[src/rtl/fetch_pkg.sv]
// Shared types and default sizing for the instruction-byte fetch stage.
package fetch_pkg;

    localparam int FETCH_ADDR_W = 16;
    localparam int FETCH_DEPTH  = 2;

    typedef enum logic [1:0] {
        IDLE    = 2'd0,
        BUSY    = 2'd1,
        DISCARD = 2'd2
    } fetch_state_t;

endpackage

[src/rtl/fetch_fifo.sv]
// Small synchronous byte FIFO for prefetched instruction bytes.
// Clear wins over push and pop; push and pop together are legal when non-empty.
module fetch_fifo #(
    parameter int DEPTH  = 2,
    parameter int DATA_W = 8
) (
    input  logic                       clk,
    input  logic                       rst,
    input  logic                       clear,
    input  logic                       push,
    input  logic                       pop,
    input  logic [DATA_W-1:0]          din,
    output logic [DATA_W-1:0]          head,
    output logic [$clog2(DEPTH+1)-1:0] count
);

    localparam int CNT_W = $clog2(DEPTH + 1);
    localparam int PTR_W = (DEPTH > 1) ? $clog2(DEPTH) : 1;

    logic [DATA_W-1:0] mem [DEPTH];
    logic [PTR_W-1:0]  rd_ptr;
    logic [PTR_W-1:0]  wr_ptr;
    logic              do_pop;

    // DEPTH is a power of two, so pointers wrap naturally
    function automatic logic [PTR_W-1:0] ptr_inc(input logic [PTR_W-1:0] p);
        if (DEPTH == 1) return '0;
        return p + PTR_W'(1);
    endfunction

    assign do_pop = pop && (count != '0);
    assign head   = (count != '0) ? mem[rd_ptr] : '0;

    always_ff @(posedge clk) begin
        if (rst || clear) begin
            rd_ptr <= '0;
            wr_ptr <= '0;
            count  <= '0;
        end else begin
            if (push)
                wr_ptr <= ptr_inc(wr_ptr);
            if (do_pop)
                rd_ptr <= ptr_inc(rd_ptr);
            count <= count + CNT_W'(push) - CNT_W'(do_pop);
        end
    end

    always_ff @(posedge clk) begin
        if (push && !clear)
            mem[wr_ptr] <= din;
    end

endmodule

[src/rtl/pc_fetch.sv]
// Instruction fetch stage: owns the PC, prefetches bytes over a single-outstanding
// req/ack port, flushes on jump. Build with FETCH_BYPASS_EN for same-cycle bypass.
module pc_fetch
    import fetch_pkg::*;
#(
    parameter int ADDR_W = FETCH_ADDR_W,
    parameter int DEPTH  = FETCH_DEPTH
) (
    input  logic              clk,
    input  logic              rst,
    input  logic              pcc,
    input  logic              jmp,
    input  logic [ADDR_W-1:0] jmp_addr,
    output logic              mem_req,
    output logic [ADDR_W-1:0] mem_addr,
    input  logic              mem_ack,
    input  logic [7:0]        mem_data,
    output logic [7:0]        fetch_data,
    output logic              fetch_valid,
    output logic              stall,
    output logic [ADDR_W-1:0] pc
);

    localparam int CNT_W = $clog2(DEPTH + 1);

    fetch_state_t      state;
    fetch_state_t      state_n;
    logic [ADDR_W-1:0] fptr;
    logic [ADDR_W-1:0] fptr_n;
    logic [ADDR_W-1:0] pc_n;
    logic [ADDR_W-1:0] addr_n;
    logic              req_n;
    logic [CNT_W-1:0]  count;
    logic [CNT_W-1:0]  count_n;
    logic [7:0]        head;
    logic              ack_live;
    logic              byp;
    logic              consume;
    logic              push;
    logic              pop;
    logic              room;

    // An ack only carries usable data in BUSY and when no jump is flushing it
    assign ack_live = mem_ack && (state == BUSY) && !jmp;

`ifdef FETCH_BYPASS_EN
    assign byp = ack_live && (count == '0);
`else
    assign byp = 1'b0;
`endif

    assign fetch_valid = (count != '0) || byp;
    assign fetch_data  = byp ? mem_data : head;
    assign stall       = pcc && !fetch_valid;
    assign consume     = pcc && fetch_valid && !jmp;
    assign pop         = consume && (count != '0);
    assign push        = ack_live && !(byp && pcc);
    assign count_n     = jmp ? '0 : count + CNT_W'(push) - CNT_W'(pop);
    assign room        = count_n < CNT_W'(DEPTH);

    fetch_fifo #(
        .DEPTH  (DEPTH),
        .DATA_W (8)
    ) u_fifo (
        .clk   (clk),
        .rst   (rst),
        .clear (jmp),
        .push  (push),
        .pop   (pop),
        .din   (mem_data),
        .head  (head),
        .count (count)
    );

    always_comb begin
        state_n = state;
        req_n   = mem_req;
        addr_n  = mem_addr;
        pc_n    = pc;
        fptr_n  = fptr;

        if (consume)
            pc_n = pc + ADDR_W'(1);
        if (jmp) begin
            pc_n   = jmp_addr;
            fptr_n = jmp_addr;
        end

        case (state)
            IDLE: begin
                if (!jmp && room) begin
                    req_n   = 1'b1;
                    addr_n  = fptr;
                    state_n = BUSY;
                end
            end
            BUSY: begin
                if (jmp) begin
                    // The in-flight request cannot be withdrawn; let it drain in DISCARD
                    if (mem_ack) begin
                        req_n   = 1'b0;
                        state_n = IDLE;
                    end else begin
                        state_n = DISCARD;
                    end
                end else if (mem_ack) begin
                    fptr_n = fptr + ADDR_W'(1);
                    if (room) begin
                        addr_n = fptr + ADDR_W'(1);
                    end else begin
                        req_n   = 1'b0;
                        state_n = IDLE;
                    end
                end
            end
            DISCARD: begin
                if (mem_ack) begin
                    req_n   = 1'b0;
                    state_n = IDLE;
                end
            end
            default: begin
                req_n   = 1'b0;
                state_n = IDLE;
            end
        endcase
    end

    always_ff @(posedge clk) begin
        if (rst) begin
            state    <= IDLE;
            mem_req  <= 1'b0;
            mem_addr <= '0;
            pc       <= '0;
            fptr     <= '0;
        end else begin
            state    <= state_n;
            mem_req  <= req_n;
            mem_addr <= addr_n;
            pc       <= pc_n;
            fptr     <= fptr_n;
        end
    end

endmodule

[config.mk]
export PLATFORM = sky130hd
export DESIGN_NAME = pc_fetch
export DESIGN_NICKNAME = d
export VERILOG_FILES = /design/src/rtl/fetch_pkg.sv /design/src/rtl/fetch_fifo.sv /design/src/rtl/pc_fetch.sv
export SDC_FILE = /design/constraint.sdc
export NUM_CORES = 1
export LEC_CHECK = 0
export ABC_AREA = 1
export CAP_MARGIN = 20
export CORE_MARGIN = 2
export CORE_UTILIZATION = 40
export CTS_CLUSTER_SIZE = 10
export DETAILED_ROUTE_END_ITERATION = 8
export PLACE_DENSITY = 0.73
export SLEW_MARGIN = 20
export SYNTH_ARGS = -nofsm -noshare
export SYNTH_HDL_FRONTEND = slang
export SYNTH_SLANG_ARGS = --single-unit
[constraint.sdc]
create_clock -name clk -period 2.5 [get_ports clk]
set_input_delay 0.625 -clock clk [delete_from_list [all_inputs] [get_ports clk]]
set_output_delay 0.625 -clock clk [all_outputs]
set_load 0.02 [all_outputs]
==> results.yml <==
outcome:
  outcome: "finished clean"
setup_path:
  slowest_delay_ns: 0.62
  critPathLaunchType: "register"
  critPathKind: "register to primary output"
  cp.arrival_ns: 1.75
  cpMaxStageDelayCell: "clkdlybuf4s50_1"
  worst_setup_path_end_kind: "primary output"
  worstPathRequired_ns: 1.88
  cp_max_fo: 9
  cp_cell_sequence: "inv_2 -> nand2_1 -> a21oi_1 -> clkdlybuf4s50_1"
  r2r_setup_slack_ns: 0.42
floorplan:
  ios: 72
  initial_core_util_pct: 40.5
  coreArea_um2: 9640
  num_rows: 36
  die-area_um2: 10600
  fp.dieW_um: 103
  die_y_um: 103
timing:
  drv_slew: 0
  finalHoldViolCount: 0
  rsz0062_at_grt: "false"
  finClkSkew_ns: 0.00850
  fin_ws_ns: 0.123
  fin_crit_sh_pct: 95.1
  period_needed_ns: 2.38
  fmax_mhz: 421
  tightest_slew_ns: 0.645
  setup_viol: 0
  relSlewSlack_pct: 56.9
clock_network:
  clock_latency_ns: 0.36
  cts_made_buffers: 9
  cts_tree: "done"
  clk_pin_slew_worst_paths_ns: 0.09
  post_cts_hold_buffer_count: 0
  ctsRootBufferMaster: "clkbuf_8"
  clock-sinks: 72
  cts_max_level: 3
  clock_path_buffers: 2
drt:
  routedWlPerCell_um: 14.0
  postRouteAntennaNets: 0
  post-route-drc-count: 0
  viasPerCell: 4.98
  wirelength_mm: 10.9
  drt_iter0_markers: 249
  num_vias: 3873
  dr.pass1.iters: 5
yosys:
  ys_ff_latch: 72
  synth_edf_count: 16
  synth_nets: 590
  yosys-top-cells-area: "dfxtp_1 (29%), nand2_1 (14%), edfxtp_1 (12%), inv_1 (6.7%), o21ai_0 (5.6%)"
  yosysTopAreaCell: "dfxtp_1"
  synth_area_um2: 3910
  yosys.area.top_type_share_pct: 28.7
  yosysUniqueCellTypes: 34
  yosys-top-cells-count: "nand2_1 (147), inv_1 (70), dfxtp_1 (56), nor2_1 (56), o21ai_0 (44)"
  synthCells: 557
  syn_avg_cell_area_um2: 7.02
  synth-main-ff-cell: "dfxtp_1"
  yosysWarnings: 0
  ys_seq_area_share_pct: 41.0
  yosysMostFrequentCell: "nand2_1"
  async_flop_share_pct: 0
global_route:
  grt_pass1_wl_mm: 17.7
  grt_overflow: 0
  grt_use_total_pct: 21.4
  grt_max_degree: 32
  grt_pass1_vias: 3753
  antenna_found_initial: 0
place:
  pre_cts_ws_ns: -0.360
  gp_congestion: 0.898
  hpwl_mm: 8.04
  io_buffers: 71
cells_and_area:
  drive_above_1_share_pct: 11.0
  n_antenna_cell: 0
  fin_nets: 673
  utilization_pct: 52.6
  syn_to_final_growth_pct: 29.7
hold_path:
  hp-class: "register to register"
power_and_ir_drop:
  ir_worst_vdd_mv: 0.246
  cellPowerDensity_nw_per_um2: 581
  leakage_nw: 2.09
job:
  drv_cap: 0
[state kept, by name (all words and copies together) (netlist names), named ones only]
name / flops
pc: 16
mem_addr: 16
u_fifo.wr_ptr: 1
u_fifo.count: 2
u_fifo.mem: 16
state: 2
mem_req: 1
fptr: 16
u_fifo.rd_ptr: 1
[critical path: cells and delay by family (launching register included)]
kind	cells	cell delay (ns)
AOI/OAI and AO/OA	1	0.13
buffers and inverters	2	0.78
DFF	1	0.41
and+or+nand+nor	1	0.07
[logic make-up after synthesis]
family	Yosys count	synth area share, %
AOI/OAI and AO/OA	108	15.5
and+or+nand+nor	272	30.3
DFF	72	41.0
xor gates and xnor gates	8	1.79
buffers and inverters	93	10.2
adders and majority gates	4	1.28
[area by class of cell]
class	instances	area, µm²
timing repair buffer	91	896
clock inverter	7	73.8
inverter	74	285
multi-input combinational	392	1920
sequential	72	1600
clock buffer	9	124
fill	956	4570
tap	133	166
[cell usage in the layout (no fill, tap or decap), drive strengths merged, types with 3 or more instances in the layout]
cell and count:
a21oi 39, inv 78, o21ai 49, o21bai 4, nor2 64, dlymetal6s2s 4, xor2 7, clkbuf 10
dfxtp 56, nand4 6, nand2 152, nor3 3, a31oi 13, clkdlybuf4s50 67, buf 19, nand3 44
edfxtp 16, ha 4, clkinv 3
[metrics by stage]
| step | area (µm²) | TNS (ns) | hold WS [ns] | instances | total power [W] |
|---|---|---|---|---|---|
| after floorplan | 3920 | 0 | 0.447 | 557 | 0.00176 |
| after global placement | 4810 | -4.21 | 0.456 | 761 | 0.00201 |
| after detailed placement | 4810 | -6.06 | 0.466 | 761 | 0.00202 |
| after CTS | 5010 | 0 | 0.480 | 777 | 0.00294 |
| after global routing | 5070 | 0 | 0.506 | 778 | 0.00310 |
| final | 5070 | 0 | 0.479 | 778 | 0.00295 |
[routing by layer]
metal / share of wire (%) / routed length, µm / GRT usage, %
met1: 45 / 4870 / 27.4
met2: 47 / 5160 / 36.5
met3: 6.5 / 713 / 4.41
met4: 1.7 / 186 / 6.48
met5: 0 / 0 / 0
[power by group]
part           internal, W  total [W]  switching (W)
Clock             0.000393   0.000934       0.000541
Sequential         0.00127    0.00134      0.0000743
Combinational     0.000282   0.000670       0.000387
[final timing paths]
check,start,endpoint,cells after the start
max,register,fetch_data[7],4
min,u_fifo.rd_ptr$_SDFFE_PP0N_,register,2
max reg2reg,state[1]$_SDFFE_PP0P_,mem_addr[12]$_SDFFE_PP0P_,16
min reg2reg,u_fifo.rd_ptr$_SDFFE_PP0N_,register,2
[what timing repair did]
item                                    4_1_cts  5_1_grt
pin swaps                                     0        2
buffers inserted                              0        0
gates cloned                                  0        1
endpoints found under the setup margin        1       20
hold endpoints to repair                      0        0
resized for setup                             1       13
Note: power is estimated with default switching activity, not from simulation.
